`config.mk`:
```
export PLATFORM = sky130hd
export DESIGN_NAME = id
export DESIGN_NICKNAME = d
export VERILOG_FILES = /design/src/rtl/id_pkg.sv /design/src/rtl/id_imm_gen.sv /design/src/rtl/id.sv
export SDC_FILE = /design/constraint.sdc
export NUM_CORES = 1
export LEC_CHECK = 0
export CORE_AREA = 2 2 107 109
export DETAILED_ROUTE_END_ITERATION = 16
export DIE_AREA = 0 0 109 111
export PLACE_DENSITY_LB_ADDON = 0.15
export REMOVE_ABC_BUFFERS = 1
export SETUP_SLACK_MARGIN = 0.02
export SLEW_MARGIN = 20
export SYNTH_ARGS = -nofsm -noshare
export SYNTH_HDL_FRONTEND = slang
export SYNTH_SLANG_ARGS = --single-unit
```
`constraint.sdc`:
```
create_clock -name vclk -period 3.55
set_clock_uncertainty 0.2 [all_clocks]
set_input_delay 0.5325 -clock vclk [all_inputs]
set_output_delay 0.5325 -clock vclk [all_outputs]
set_load 0.01 [all_outputs]
```
`src/rtl/id_pkg.sv`:
```
// -----------------------------------------------------------------------------
// id_pkg -- shared constants for the RV32I instruction decode stage.
//
// Holds the datapath widths, the base-ISA opcode map, the funct3/funct7
// encodings the decoder needs for legality checks, and a helper that
// validates a funct7/funct3 pair for register-register ALU instructions.
// -----------------------------------------------------------------------------
package id_pkg;

    localparam int XLEN       = 32;
    localparam int REG_ADDR_W = 5;

    // Major opcodes (inst[6:0]) of RV32I handled by the decoder.
    localparam logic [6:0] OPC_LOAD   = 7'b0000011;
    localparam logic [6:0] OPC_OP_IMM = 7'b0010011;
    localparam logic [6:0] OPC_AUIPC  = 7'b0010111;
    localparam logic [6:0] OPC_STORE  = 7'b0100011;
    localparam logic [6:0] OPC_OP     = 7'b0110011;
    localparam logic [6:0] OPC_LUI    = 7'b0110111;
    localparam logic [6:0] OPC_BRANCH = 7'b1100011;
    localparam logic [6:0] OPC_JALR   = 7'b1100111;
    localparam logic [6:0] OPC_JAL    = 7'b1101111;

    // funct3 encodings referenced by the legality checks.
    localparam logic [2:0] F3_ADD_SUB = 3'b000;
    localparam logic [2:0] F3_SLL     = 3'b001;
    localparam logic [2:0] F3_SRL_SRA = 3'b101;
    localparam logic [2:0] F3_JALR    = 3'b000;
    localparam logic [2:0] F3_BR_RSV0 = 3'b010;
    localparam logic [2:0] F3_BR_RSV1 = 3'b011;
    localparam logic [2:0] F3_LD_RSV0 = 3'b011;
    localparam logic [2:0] F3_LD_RSV1 = 3'b110;
    localparam logic [2:0] F3_LD_RSV2 = 3'b111;
    localparam logic [2:0] F3_ST_MAX  = 3'b010;  // SW is the widest store

    // funct7 encodings: base form and the alternate (SUB/SRA/SRAI) form.
    localparam logic [6:0] F7_BASE = 7'b0000000;
    localparam logic [6:0] F7_ALT  = 7'b0100000;

    // Only ADD/SUB and SRL/SRA have an alternate funct7 form in RV32I.
    function automatic logic op_pair_legal(input logic [6:0] f7, input logic [2:0] f3);
        return (f7 == F7_BASE) ||
               ((f7 == F7_ALT) && ((f3 == F3_ADD_SUB) || (f3 == F3_SRL_SRA)));
    endfunction

endpackage

```
`src/rtl/id_imm_gen.sv`:
```
// -----------------------------------------------------------------------------
// id_imm_gen -- extracts the I-, S- and U-type immediates of an RV32I word.
//
// Ports:
//   inst_i   in   XLEN  instruction word
//   imm_i_o  out  XLEN  sign-extended inst[31:20]
//   imm_s_o  out  XLEN  sign-extended {inst[31:25], inst[11:7]}
//   imm_u_o  out  XLEN  {inst[31:12], 12'h000}
// -----------------------------------------------------------------------------
import id_pkg::*;

module id_imm_gen (
    input  logic [XLEN-1:0] inst_i,
    output logic [XLEN-1:0] imm_i_o,
    output logic [XLEN-1:0] imm_s_o,
    output logic [XLEN-1:0] imm_u_o
);

    assign imm_i_o = {{20{inst_i[31]}}, inst_i[31:20]};
    assign imm_s_o = {{20{inst_i[31]}}, inst_i[31:25], inst_i[11:7]};
    assign imm_u_o = {inst_i[31:12], 12'h000};

    // The opcode field never contributes to an immediate.
    logic unused_opcode;
    assign unused_opcode = ^inst_i[6:0];

endmodule

```
`src/rtl/id.sv`:
```
// -----------------------------------------------------------------------------
// id -- RV32I instruction decode stage.
//
// Purely combinational decode of one instruction word into register-file read
// addresses, the two execute operands and the destination register. An
// optional legality checker flags undecodable words and keeps a sticky flag.
//
// Configuration:
//   ID_ILLEGAL_CHECK_EN  defined   -> illegal_inst_o / illegal_seen_o live
//                        undefined -> both tied to 0, no flop is built
//
// Ports:
//   clk             in   1     clock (only the sticky illegal flag uses it)
//   rst_n           in   1     asynchronous active-low reset
//   inst_i          in   32    instruction word
//   inst_addr_i     in   32    address of inst_i
//   reg1_rdata_i    in   32    register-file data for reg1_raddr_o
//   reg2_rdata_i    in   32    register-file data for reg2_raddr_o
//   op1_o           out  32    first execute operand
//   op2_o           out  32    second execute operand
//   inst_o          out  32    inst_i passed through
//   inst_addr_o     out  32    inst_addr_i passed through
//   reg1_raddr_o    out  5     rs1 read address
//   reg2_raddr_o    out  5     rs2 read address
//   reg_waddr_o     out  5     rd write address, 0 = no write
//   illegal_inst_o  out  1     current inst_i is not decodable
//   illegal_seen_o  out  1     sticky: illegal instruction sampled since reset
// -----------------------------------------------------------------------------
import id_pkg::*;

module id (
    input  logic                  clk,
    input  logic                  rst_n,
    input  logic [XLEN-1:0]       inst_i,
    input  logic [XLEN-1:0]       inst_addr_i,
    input  logic [XLEN-1:0]       reg1_rdata_i,
    input  logic [XLEN-1:0]       reg2_rdata_i,
    output logic [XLEN-1:0]       op1_o,
    output logic [XLEN-1:0]       op2_o,
    output logic [XLEN-1:0]       inst_o,
    output logic [XLEN-1:0]       inst_addr_o,
    output logic [REG_ADDR_W-1:0] reg1_raddr_o,
    output logic [REG_ADDR_W-1:0] reg2_raddr_o,
    output logic [REG_ADDR_W-1:0] reg_waddr_o,
    output logic                  illegal_inst_o,
    output logic                  illegal_seen_o
);

    logic [6:0]            opcode;
    logic [REG_ADDR_W-1:0] rd;
    logic [REG_ADDR_W-1:0] rs1;
    logic [REG_ADDR_W-1:0] rs2;
    logic [XLEN-1:0]       imm_i;
    logic [XLEN-1:0]       imm_s;
    logic [XLEN-1:0]       imm_u;

    assign opcode = inst_i[6:0];
    assign rd     = inst_i[11:7];
    assign rs1    = inst_i[19:15];
    assign rs2    = inst_i[24:20];

    assign inst_o      = inst_i;
    assign inst_addr_o = inst_addr_i;

    id_imm_gen u_imm_gen (
        .inst_i  (inst_i),
        .imm_i_o (imm_i),
        .imm_s_o (imm_s),
        .imm_u_o (imm_u)
    );

    // Decode mux. rd = x0 is reported as-is; the register file ignores it.
    always_comb begin
        // NOTE: every output gets a default first so no path leaves it
        // unassigned -- otherwise synthesis infers a latch.
        op1_o        = '0;
        op2_o        = '0;
        reg1_raddr_o = '0;
        reg2_raddr_o = '0;
        reg_waddr_o  = '0;
        case (opcode)
            OPC_OP_IMM, OPC_LOAD: begin
                // Shift immediates keep funct7 in op2; execute masks shamt.
                reg1_raddr_o = rs1;
                op1_o        = reg1_rdata_i;
                op2_o        = imm_i;
                reg_waddr_o  = rd;
            end
            OPC_OP: begin
                reg1_raddr_o = rs1;
                reg2_raddr_o = rs2;
                op1_o        = reg1_rdata_i;
                op2_o        = reg2_rdata_i;
                reg_waddr_o  = rd;
            end
            OPC_STORE: begin
                reg1_raddr_o = rs1;
                reg2_raddr_o = rs2;
                op1_o        = reg1_rdata_i;
                op2_o        = imm_s;
            end
            OPC_BRANCH: begin
                reg1_raddr_o = rs1;
                reg2_raddr_o = rs2;
                op1_o        = reg1_rdata_i;
                op2_o        = reg2_rdata_i;
            end
            OPC_LUI: begin
                op2_o       = imm_u;
                reg_waddr_o = rd;
            end
            OPC_AUIPC: begin
                op1_o       = inst_addr_i;
                op2_o       = imm_u;
                reg_waddr_o = rd;
            end
            OPC_JAL, OPC_JALR: begin
                // Operands form the link value pc+4; the target is computed
                // elsewhere.
                if (opcode == OPC_JALR) begin
                    reg1_raddr_o = rs1;
                end
                op1_o       = inst_addr_i;
                op2_o       = 32'h0000_0004;
                reg_waddr_o = rd;
            end
            default: ;
        endcase
    end

`ifdef ID_ILLEGAL_CHECK_EN

    logic [2:0] funct3;
    logic [6:0] funct7;
    logic       illegal_inst;
    logic       illegal_seen_d;
    logic       illegal_seen_q;

    assign funct3 = inst_i[14:12];
    assign funct7 = inst_i[31:25];

    always_comb begin
        illegal_inst = 1'b0;
        if (inst_i[1:0] != 2'b11) begin
            illegal_inst = 1'b1;
        end else begin
            case (opcode)
                OPC_OP_IMM: begin
                    if (funct3 == F3_SLL) begin
                        illegal_inst = (funct7 != F7_BASE);
                    end else if (funct3 == F3_SRL_SRA) begin
                        illegal_inst = (funct7 != F7_BASE) && (funct7 != F7_ALT);
                    end
                end
                OPC_OP:     illegal_inst = !op_pair_legal(funct7, funct3);
                OPC_BRANCH: illegal_inst = (funct3 == F3_BR_RSV0) || (funct3 == F3_BR_RSV1);
                OPC_LOAD:   illegal_inst = (funct3 == F3_LD_RSV0) || (funct3 == F3_LD_RSV1) ||
                                           (funct3 == F3_LD_RSV2);
                OPC_STORE:  illegal_inst = (funct3 > F3_ST_MAX);
                OPC_JALR:   illegal_inst = (funct3 != F3_JALR);
                OPC_LUI, OPC_AUIPC, OPC_JAL: illegal_inst = 1'b0;
                default:    illegal_inst = 1'b1;
            endcase
        end
    end

    assign illegal_seen_d = illegal_seen_q | illegal_inst;

    always_ff @(posedge clk or negedge rst_n) begin
        // NOTE: non-blocking assignment for state so every flop samples the
        // pre-edge values, independent of block evaluation order.
        if (!rst_n) begin
            illegal_seen_q <= 1'b0;
        end else begin
            illegal_seen_q <= illegal_seen_d;
        end
    end

    assign illegal_inst_o = illegal_inst;
    assign illegal_seen_o = illegal_seen_q;

`else

    assign illegal_inst_o = 1'b0;
    assign illegal_seen_o = 1'b0;

    // Clock and reset only feed the checker; sink them when it is absent.
    logic unused_clk_rst;
    assign unused_clk_rst = clk ^ rst_n;

`endif

endmodule

```
# Yosys cells after proc, flatten, opt, wreduce, memory -nomap -nowiden

Index checks and enable logic that the tools add are counted.
Widths: inputs -> output; s select.

$lt $le $gt $ge: 0
Multiplexer cells: 6
$mul: 0
Bitwise gates (word level): 0
Div/mod/pow operators: 0
Shift-type cells: 0
Add/subtract/negate cells: 0
Eq/ne operators: 9
Reductions and logical operators: 8

Operators by type and width:

| operator           | count |
|---|---|
| $pmux 32 s5        | 1 |
| $pmux 32 s2        | 1 |
| $eq 7x6->1 const B | 3 |
| $eq 7x7->1 const B | 3 |
| $mux 5             | 3 |
| $eq 7x5->1 const B | 2 |
| $pmux 5 s2         | 1 |
| $reduce_or 2->1    | 4 |
| $eq 7x2->1 const B | 1 |
| $reduce_or 7->1    | 1 |
| $reduce_or 3->1    | 2 |
| $reduce_or 5->1    | 1 |

Output and inout bits: 145
Register bits after elaboration: 0
Bits in writable memories: 0
ROM bits: 0
Input port bits: 130
Latch bits: 0
Logic and storage cells: 23
Memories kept: 0

# Depth between registers and ports, before layout

Word-level depth: 3
Mapped depth: 7
Gate-level depth less buffers: 4

# By module

From an unflattened synthesis, not the netlist that was laid out.

Cells, all modules: 351
Area, all modules: 2462.4 um^2

By module, submodules not included:

| module     | cells each | times used | sequential area each (um^2) | area an instance (um^2) |
|---|---|---|---|---|
| id         | 254        | 1          | 0.0                         | 1737.9 |
| id_imm_gen | 97         | 1          | 0.0                         | 724.4 |

# Least setup slack after synthesis

No wires, ideal clock.

Path kind: input to output
From: input inst_i[6]
To: output op2_o[12]
Cell stages on the path: 6
Slack: 1.250 ns
Data arrival time: 1.567 ns
Path buffers: 2
Data required time: 2.817 ns
Cells stage by stage: buf_4 a211o_1 nor2_4 and2_4 buf_6 a221o_1

Word-level cells in the longest chain between the ends: 3
Elaborated cells on any way between the ends: 14
Those cells by class: eq/ne: 9; mux: 1; reduce/logical: 4

Ends and longest elaborated chain:

| item                                      | line     | source |
|---|---|---|
| from (decl)                               | id.sv:34 | `input logic [XLEN-1:0] inst_i,` |
| $eq 7x7->1, or another cell as far along  | id.sv:81 | `case (opcode)` |
| $reduce_or 2->1, on equally long branches | -        |  |
| $pmux 32 s5 (*)                           | id.sv:81 |  |
| to (decl)                                 | id.sv:39 | `output logic [XLEN-1:0] op2_o,` |

Every way passes the cells marked *; elsewhere a longest branch is shown, timed or not.

# Final worst setup path

From: input inst_i[4]
To: output op1_o[31]

Word-level cells in the longest chain between the ends: 3
Elaborated cells on any way between the ends: 11
Those cells by class: eq/ne: 8; mux: 1; reduce/logical: 2

Ends and longest elaborated chain:

| item                                                         | line     | source |
|---|---|---|
| $eq 7x6->1, or another cell as far along                     | id.sv:81 |  |
| $reduce_or 5->1 (no line) or $reduce_or 3->1 (tied branches) | -        |  |
| $pmux 32 s2 (*)                                              | id.sv:81 |  |
| to (decl)                                                    | id.sv:38 | `output logic [XLEN-1:0] op1_o,` |

Marked as above.

==> flow_summary.yaml <==
global_route:
  overflow: 0
  grt_pass1_vias: 2360
  grt_max_degree: 33
  antenna_found_initial: 0
  grt_pass1_wl_mm: 12.6
  grt_usage_pct: 13.1
detailed_routing:
  drt_wl_total_mm: 8.74
  route.vias.total: 2297
  drc: 0
  first_iter_violations: 116
  ant_nets: 0
  via_per_inst: 4.16
  drtPass1Iterations: 4
  drt-wirelength-per-cell_um: 15.8
timing:
  hold_viol_final: 0
  rsz0062_at_grt: "no"
  fin_crit_sh_pct: 95.6
  final.setup.tns_ps: 0
  slew_violations: 0
  fmax_ghz: 0.295
  holdWs_ps: 1760
  setup-violations-final: 0
  fin_crit_ps: 3390
logic_synthesis:
  synth_top_area_share_pct: 32.2
  yosysUniqueCellTypes: 32
  netlist_instances: 205
  seq_area_frac_synth_pct: 0
  ys_top_cells_by_area: "buf_4 (32%), a22o_1 (21%), a221o_1 (12%)"
  synth_most_common_cell: "buf_4"
  syn_avg_cell_area_um2: 7.84
  syn-cell-area_mm2: 0.00161
  synthTopCellsByCount: "buf_4 (69), a22o_1 (38), a221o_1 (19), and2_1 (10), buf_6 (10)"
  synth_top_area_cell: "buf_4"
  ys_warn_count: 0
setup_path:
  crit_path_max_fanout: 32
  critPathCaptureType: "primary output"
  required_ps: 2820
  crit_type: "input port to primary output"
  crit_arrival_ps: 2660
  critPathLaunchType: "input port"
die:
  pin_count: 275
  rows: 39
  start_util_pct: 14.5
  chipWidth_um: 109
  core_mm2: 0.0111
  die_height_um: 111
  dieArea_mm2: 0.0121
clocking:
  postCtsSetupRepairBufs: 0
  cts_resized: 0
  hold_buffers: 0
finish:
  syn_to_final_growth_pct: 150
  nets: 541
  clkbuf_count: 0
  seq_cells: 0
  antennaDiodeCount: 0
  fillers: 1134
  seqCellArea_um2: 0
  layout.cells.non_filler: 552
  drive_gt1_share_pct: 5.87
power_and_ir_drop:
  power.density_mw_per_mm2: 89.9
  peakVddDrop_uv: 48.6
  leakage_nw: 1.50
placement:
  routabilityCongestion: 0.768
  hpwl_mm: 7.66
  place_inst: 552
  numPortBuffers: 271
worst_hold_path:
  min_path_cells: 2
  hold_path_class: "input port to primary output"
run:
  drv_cap: 0
status:
  outcome: "complete, no violations"
[layout make-up]
type	instances	area (µm²)	share of cell area, %
Tap cell	143	179	4.45
Inverter	5	18.8	0.467
Timing Repair Buffer	285	2870	71.3
Multi-Input combinational cell	119	956	23.8
[cells in the final DEF (no fill, tap or decap), types with 2 or more instances in the layout]
master	Yosys	final
clkdlybuf4s50_1	0	271
a22o_1	38	38
a221o_1	19	19
and2_1	10	10
buf_4	69	10
nor2_1	8	8
nand2_1	8	8
inv_1	5	5
a2bb2oi_1	5	5
o21ai_1	5	5
buf_12	0	4
nand3_1	2	2
a211o_1	2	2
nor2b_4	2	2
a21oi_1	2	2
conb_1	1	2
[report_power, final]
group          total, mW  switching (mW)  internal (mW)
Sequential             0               0              0
Combinational      0.362           0.120          0.241
Clock                  0               0              0
[through the flow]
stage | cell area (µm²) | setup slack (ps) | util [%] | power (mW)
after floorplan | 966 | 868 | - | 0.0516
after global placement | 4020 | 155 | 36.3 | 0.366
after detailed placement | 4020 | 142 | 36.3 | 0.365
after CTS | 4020 | 125 | 36.3 | 0.367
after global routing | 4020 | 34.2 | 36.3 | 0.386
final | 4020 | 158 | 36.3 | 0.362
[worst max-delay path, cell delays in order]
cell             delay (ps)
clkdlybuf4s50_1         610
nor2b_4                 310
nor2b_4                  70
nor4_4                  180
buf_12                  220
a22o_1                  140
clkdlybuf4s50_1         580
[cell families (layout without fill, tap and decap cells)]
group | Yosys count | after routing | share of synthesized area (%)
other | 1 | 2 | 0.233
AND/OR/NAND/NOR | 41 | 41 | 17.5
AO/OA/AOI/OAI | 75 | 75 | 40.4
XOR/XNOR | 1 | 1 | 0.545
buffers and inverters | 87 | 290 | 41.3
[path summary, 6_finish.rpt]
check	from	to	slack, ps
setup / recovery	inst_i[4]	op1_o[31]	160
hold / removal	inst_addr_i[6]	inst_addr_o[6]	1760
[per-layer routing]
metal  up-vias  part of all wire (%)  wire (µm)  GRT usage (%)
li1       1111                     -          -              -
met1      1016                    33       2910           13.1
met2       166                    54       4720           27.2
met3         4                    12       1020           3.06
met4         0                   1.1         92           1.11
met5         -                     0          0              0
No activity file was read; power rests on OpenSTA's default activity.
